[src/rtl/reg_writeback_8088.sv]
// reg_writeback_8088: 4-entry writeback FIFO feeding an 8088 register bank; REG_WRITEBACK_DUAL_EN adds the DX second write.
module reg_writeback_8088 (
  input  logic        clk,
  input  logic        reset,
  input  logic        in_valid,
  output logic        in_ready,
  input  logic        in_w,
  input  logic [2:0]  in_reg,
  input  logic [15:0] in_data,
  input  logic        in_dual,
  input  logic [15:0] in_data2,
  output logic        en_write,
  output logic [2:0]  reg_write,
  output logic [15:0] write_data,
  output logic        size,
  output logic        select_high_low,
  output logic        busy,
  output logic [15:0] wb_count
);
  typedef enum logic [1:0] {IDLE, WR1, WR2} state_t;
  state_t      state;
  logic [1:0]  wp, rp;
  logic [2:0]  cnt;
  logic        rdy;
  logic        f_w [4];
  logic [2:0]  f_reg [4];
  logic [15:0] f_data [4];
  logic        push, pop, wide;
  logic [2:0]  hreg, idx;
`ifdef REG_WRITEBACK_DUAL_EN
  logic        f_dual [4];
  logic [15:0] f_data2 [4];
  logic        cur_dual;
  logic [15:0] cur_data2;
  assign pop = cnt != 3'd0 && !(state == WR1 && cur_dual);
`else
  logic unused_dual;
  assign unused_dual = in_dual ^ (^in_data2);
  assign pop = cnt != 3'd0;
`endif
  assign in_ready = rdy && cnt != 3'd4;
  assign push = in_valid && in_ready;
  assign busy = cnt != 3'd0 || state != IDLE;
  assign wide = f_w[rp];
  assign hreg = f_reg[rp];
  // reg codes 0..3 are A,C,D,B; the bank orders them A,B,C,D
  assign idx = (wide && hreg[2]) ? hreg : {1'b0, hreg[0] ^ hreg[1], hreg[1]};
  always_ff @(posedge clk) begin
    if (push) begin
      f_w[wp] <= in_w;
      f_reg[wp] <= in_reg;
      f_data[wp] <= in_data;
`ifdef REG_WRITEBACK_DUAL_EN
      f_dual[wp] <= in_dual;
      f_data2[wp] <= in_data2;
`endif
    end
  end
  always_ff @(posedge clk or posedge reset) begin
    if (reset) begin
      state <= IDLE;
      wp <= 2'd0;
      rp <= 2'd0;
      cnt <= 3'd0;
      rdy <= 1'b0;
      en_write <= 1'b0;
      reg_write <= 3'd0;
      write_data <= 16'd0;
      size <= 1'b0;
      select_high_low <= 1'b0;
      wb_count <= 16'd0;
`ifdef REG_WRITEBACK_DUAL_EN
      cur_dual <= 1'b0;
      cur_data2 <= 16'd0;
`endif
    end else begin
      rdy <= 1'b1;
      wb_count <= wb_count + {15'd0, en_write};
      wp <= wp + 2'(push);
      rp <= rp + 2'(pop);
      cnt <= cnt + 3'(push) - 3'(pop);
`ifdef REG_WRITEBACK_DUAL_EN
      if (state == WR1 && cur_dual) begin
        state <= WR2;
        en_write <= 1'b1;
        reg_write <= 3'd3;
        write_data <= cur_data2;
        size <= 1'b1;
        select_high_low <= 1'b0;
        cur_dual <= 1'b0;
      end else
`endif
      if (pop) begin
        state <= WR1;
        en_write <= 1'b1;
        reg_write <= idx;
        write_data <= wide ? f_data[rp] : {8'h00, f_data[rp][7:0]};
        size <= wide;
        select_high_low <= !wide && hreg[2];
`ifdef REG_WRITEBACK_DUAL_EN
        cur_dual <= f_dual[rp];
        cur_data2 <= f_data2[rp];
`endif
      end else begin
        state <= IDLE;
        en_write <= 1'b0;
        reg_write <= 3'd0;
        write_data <= 16'd0;
        size <= 1'b0;
        select_high_low <= 1'b0;
      end
    end
  end
endmodule

[config.mk]
export PLATFORM = sky130hd
export DESIGN_NAME = reg_writeback_8088
export DESIGN_NICKNAME = d
export VERILOG_FILES = /design/src/rtl/reg_writeback_8088.sv
export SDC_FILE = /design/constraint.sdc
export NUM_CORES = 1
export LEC_CHECK = 0
export CAP_MARGIN = 20
export CORE_ASPECT_RATIO = 1.2
export CORE_MARGIN = 2
export CORE_UTILIZATION = 47
export CTS_CLUSTER_SIZE = 10
export DETAILED_ROUTE_END_ITERATION = 12
export PLACE_DENSITY_LB_ADDON = 0.15
export SLEW_MARGIN = 20
export SYNTH_ARGS = -nofsm -noshare
export SYNTH_HDL_FRONTEND = slang
export SYNTH_SLANG_ARGS = --single-unit
[constraint.sdc]
create_clock -name clk -period 2.6 [get_ports clk]
set_clock_uncertainty 0.2 [all_clocks]
set_input_delay 0.26 -clock clk [delete_from_list [all_inputs] [get_ports clk]]
set_output_delay 0.26 -clock clk [all_outputs]
set_load 0.05 [all_outputs]
[Word level (Yosys, flattened, before mapping)]
Memories as Yosys holds them, arrays and structs flattened.
Cells that the tools add are included.
Storage, ports and cells
  bits in registers: 48
  latch bits: 0
  bits in writable memories: 80
  bits in read-only memories: 0
  bits of input ports: 40
  output and inout port bits: 40
  memories kept: 3
Operators by class
  $add $sub $neg: 5
  multipliers: 0
  div/mod/pow operators: 0
  $lt $le $gt $ge: 0
  equality and inequality tests: 1
  shift-type cells: 0
  mux-type cells: 10
  bitwise gates (word level): 1
  reduce and logical (&&, ||, !) cells: 8
Memory list
  f_data: depth 4, bits a word 16, read ports 1, clocked after Yosys merged registers in 0, wr ports 1, RTL line 27  | logic [15:0] f_data [4];
  f_reg: depth 4, bits a word 3, read ports 1, clocked after Yosys merged registers in 0, wr ports 1, RTL line 26  | logic [2:0] f_reg [4];
  f_w: depth 4, bits a word 1, read ports 1, clocked after Yosys merged registers in 0, wr ports 1, RTL line 25  | logic f_w [4];
Operators with widths (number)
  16-bit two-way mux: 2
  16-bit by 1-bit adder with 16-bit output: 1
  1-bit two-way mux: 6
  3-bit two-way mux: 2
  2-bit by 1-bit adder with 2-bit output: 2
  1-bit logical AND: 4
  3-bit by 1-bit adder with 3-bit output: 1
  3-bit != test, second input constant: 1
  3-bit nonzero test: 1
  3-bit by 1-bit subtractor with 3-bit output: 1
  2-bit nonzero test: 1
  1-bit logical NOT: 1
  1-bit logical OR: 1
  1-bit XOR: 1

[Logic depth before layout (Yosys ltp)]
  word-level depth: 5
  depth in mapped cells: 9

[Worst setup path before layout]
OpenSTA, ideal clock, no wires.
  kind: register to register
  start: reg cnt[1]
  end: mem f_data[1][0] (enable)
  library setup time: 0.427 ns
  arrival: 3.507 ns
  path slack: -1.534 ns
  stages on the path, launching flop included: 5
  path buffers: 0
  clock period less this slack: 4.134 ns
  cells stage by stage: dfrtp_1 > nor2_1 > a21boi_0 > nand2_1 > nor3b_1
Between the ends
  longest elaborated chain between the ends: 5
RTL lines
  from (decl): RTL line 23  | logic [2:0] cnt;
  from (signal assigned): RTL line 81  | cnt <= cnt + 3'(push) - 3'(pop);
  3-bit != test: RTL line 41  | assign in_ready = rdy && cnt != 3'd4;
  1-bit logical AND: RTL line 41
  named net in_ready: RTL line 6  | output logic in_ready,
  1-bit logical AND: RTL line 42  | assign push = in_valid && in_ready;
  1-bit two-way mux: RTL line 49  | if (push) begin
  1-bit two-way mux (implied by the code): RTL line 52  | f_data[wp] <= in_data;
  to (decl): RTL line 27
The timed path passes the listed nets, and every way through them passes these cells.

[Final worst setup path]
  start: reg cnt[2]
  end: out busy
Between the ends
  longest elaborated chain between the ends: 2
RTL lines
  3-bit nonzero test: RTL line 43  | assign busy = cnt != 3'd0 || state != IDLE;
  1-bit logical OR: RTL line 43
  to (decl): RTL line 17  | output logic busy,
Every way passes these cells.

==> out/metrics.sh <==
CTSLONGESTPATHBUFFERS=2
SYNTH_AREA_UM2=4670
DRT_FIRST_ITER_VIOLATIONS=121
SYNTH_TOP_FLOP_CELL='sky130_fd_sc_hd__edfxtp_1'
SYN_NETS=289
GRT_OVERFLOW=0
DIE_HEIGHT_UM=113
DIE_X_UM=95.0
LARGEST_REG_FLOPS=64
P_LEAK_nW=2.38
FIN_CRIT_PERIOD_NS=2.45
ANTENNA_CELLS=0
SETUP.WORST_PATH.START_CLASS='flop'
GRT_ANTENNA_BEFORE_REPAIR=0
CRIT_CHAIN='nor3_1, buf_4, nand2b_1, clkdlybuf4s50_1'
TIMING.FMAX_GHz=0.408
WL_FINAL_UM=8010
POWER.SWITCHING_mW=2.47
GRT_FIRST_PASS_WIRELENGTH_UM=13200
SETUP_TOTAL_NEGATIVE_SLACK_NS=0
POST_CTS.RESIZED_INSTANCES=0
POWER-PER-CELL-AREA_nW_PER_UM2=1240
TRITONCTS_CLOCK_TREE='yes'
CRITPATHMAXSTAGEDELAY_NS=0.69
FINISH_STAGE_SETUP_VIOLS=0
DRTPASS1ITERATIONS=4
FINALHOLDVIOLATIONS=0
CTSROOTBUFFERMASTER='sky130_fd_sc_hd__clkbuf_16'
PWR-SHARE-SEQ=0.366
RSZ0062_AT_GRT='false'
CRITICALPATHCATEGORY='flop to primary output'
P_COMB_FRAC=0.316
YOSYS_WARNINGS=0
CTS_HTREE_LEVELS=4
CTS_POST_SETUP_BUFFERS_INSERTED=0
SLEW_VIOL_FINAL=0
PATH_MAX_FANOUT=3
WORST-ENDPOINT-ARRIVAL_NS=1.99
DESIGN.DIE.AREA_UM2=10800
TIGHTEST_SLEW_NS=0.591
HPWL_UM=5120
CAP_VIOL_MAX_COUNT=0
WORST_PATH_MAX_DELAY_CELL='sky130_fd_sc_hd__clkdlybuf4s50_1'
PLACEDCELLCOUNT=434
NUMCLOCKSINKS=126
ROWS=39
FINAL-INSTANCE-COUNT-EXCL-FILL=466
MAX-SLEW-MARGIN-REL=0.606
POSTSYNTHAREAPERCELL_UM2=19.3
SYNTH_EDF_COUNT=80
SHARE_OF_FINAL_LAYOUT_STANDARD_CELLS_STRONGER_THAN_DRIVE_STRENGTH_1=0.178
POWER_REPORT.INTERNAL_TOTAL_mW=5.24
ROUTED-VIA-COUNT=2416
NUMPORTBUFFERS=62
CTS_INSERTED_BUFFERS=17
FIN_CRIT_SH=0.942
SYNTH_CELL_TYPE_COUNT=27
NUMBER_OF_GLOBAL_ROUTE_VIAS_BEFORE_REPAIR=2568
LARGEST_NET_DEGREE_AT_THE_START_OF_GLOBAL_ROUTING=47
WL_PER_CELL_UM=17.2
SYN-INSTANCE-COUNT=242
LARGESTREGISTERS='f_data (64), wb_count (16), write_data (16)'
CORE_AREA_UM2=9610
HOLD_BUFFERS=0
HOLD_PATH.CLASS='input pin to async pin'
ASYNCSETRESETFLOPFRACSYNTH=0.365
OUTCOME='completed'
SYNTH_TO_FINAL_AREA_CHANGE_PCT=32.5
VIAS_PER_CELL=5.18
START_UTIL=0.486
ROUTE.ANTENNA.REMAINING_NETS=0
FINALINSTANCEAREA_UM2=6190
SYNTH_SEQ_CELLS=126
SWITCHING_SHARE=0.320
SETUP.WORST_PATH.END_CLASS='primary output'
TOP_LEVEL_PORTS=80
CLOCK_LATENCY_NS=0.40
FINAL_NET_COUNT=377
CLOCKPOWERSHARE=0.318
GRT_USAGE=0.170
LARGEST-REGISTER='f_data'
SYNTH_SEQ_AREA_SHARE=0.760
PATH_CLK_SLEW_NS=0.05
REQUIRED_NS=2.14
DRCVIOLATIONCOUNT=0
IRDROPWORSTVDD_V=0.000671
POST_DP_CELL_AREA_UM2=5560
GP_CONGESTION=0.689
[cell families (layout without fill, tap and decap cells)]
family,count (synthesis),count (layout),synth area share
fa+ha+maj,7,7,0.0203
mux,20,20,0.104
buf+inv,15,116,0.0150
compound gates,3,3,0.00509
simple gates,51,51,0.0594
flops,126,126,0.760
xor+xnor,19,19,0.0356
other cells,1,1,0.000802
[synth_stat cells (all sizes together), types with 5 or more instances]
cell type / count / area share
and2: 8 / 0.011
and3: 10 / 0.013
dfrtp: 46 / 0.25
edfxtp: 80 / 0.51
ha: 6 / 0.016
inv: 8 / 0.0064
mux4: 20 / 0.10
nand2: 9 / 0.0072
nand3: 7 / 0.0075
nor2: 6 / 0.0048
xnor2: 14 / 0.026
xor2: 5 / 0.0094
[metrics by stage]
step	util	total power [mW]	setup slack, ns	hold WS, ns
5_1_grt	0.644	8.10	0.0882	0.223
2_1_floorplan	-	4.52	0.0658	0.159
6_report	0.644	7.70	0.150	0.131
3_5_place_dp	0.578	5.33	0.339	0.265
3_3_place_gp	0.578	5.28	0.358	0.265
4_1_cts	0.644	7.81	0.126	0.159
[power by group through the flow]
stage | Sequential (mW) | Combinational, mW | Clock [mW]
floorplan | 3.49 | 1.02 | 0
global placement | 2.85 | 2.43 | 0
detailed placement | 2.87 | 2.46 | 0
CTS | 2.83 | 2.48 | 2.50
global route | 2.87 | 2.62 | 2.61
finish | 2.82 | 2.43 | 2.45
[path summary, 6_finish.rpt]
check	from	to	slack (ns)	depth (start not counted)
setup / recovery	cnt[2]	busy	0.15	4
hold / removal	reset	wb_count[11]	0.13	3
setup reg to reg	cnt[2]	cnt[2]	0.39	8
hold reg to reg	wb_count[15]	wb_count[15]	0.27	1
max in group asynchronous	reset	reg_write[1]	1.67	3
min in group clk	wb_count[15]	wb_count[15]	0.27	1
[cell type report]
| cell class | instances | area, µm² |
|---|---|---|
| inverters | 8 | 30.0 |
| clock inverters | 11 | 163 |
| repair buffers | 76 | 726 |
| flip-flops and latches | 126 | 3550 |
| well taps | 123 | 154 |
| clock buffers | 21 | 470 |
| fillers | 702 | 3420 |
| multi-input cells | 101 | 1100 |
[layout by cell type (no fill, tap or decap), drive strengths merged]
cell	n
bufinv	4
nand3	7
nor3	2
conb	1
clkinv	5
a21oi	1
ha	6
nand2b	1
inv	8
nor3b	2
buf	14
fa	1
nand4	4
clkbuf	21
xor2	5
clkinvlp	2
and2	8
edfxtp	80
nand2	9
nor2	6
mux4	20
dfrtp	46
a21boi	2
and3	10
and4	2
clkdlybuf4s50	62
xnor2	14
[routing by layer]
metal / global-route usage / up-vias / routed length [µm]
met5: 0 / - / 0
met1: 0.199 / 1252 / 3230
met4: 0.0725 / 0 / 130
met3: 0.0473 / 8 / 286
met2: 0.294 / 57 / 4360
li1: - / 1099 / -
[worst max-delay path: cells and delay by family, from the launching register on]
family	cells	cell delay (ns)
AND/OR/NAND/NOR	2	0.27
flip-flops	1	0.43
buffers and inverters	2	0.87
Power figures use the tool's default switching activity.
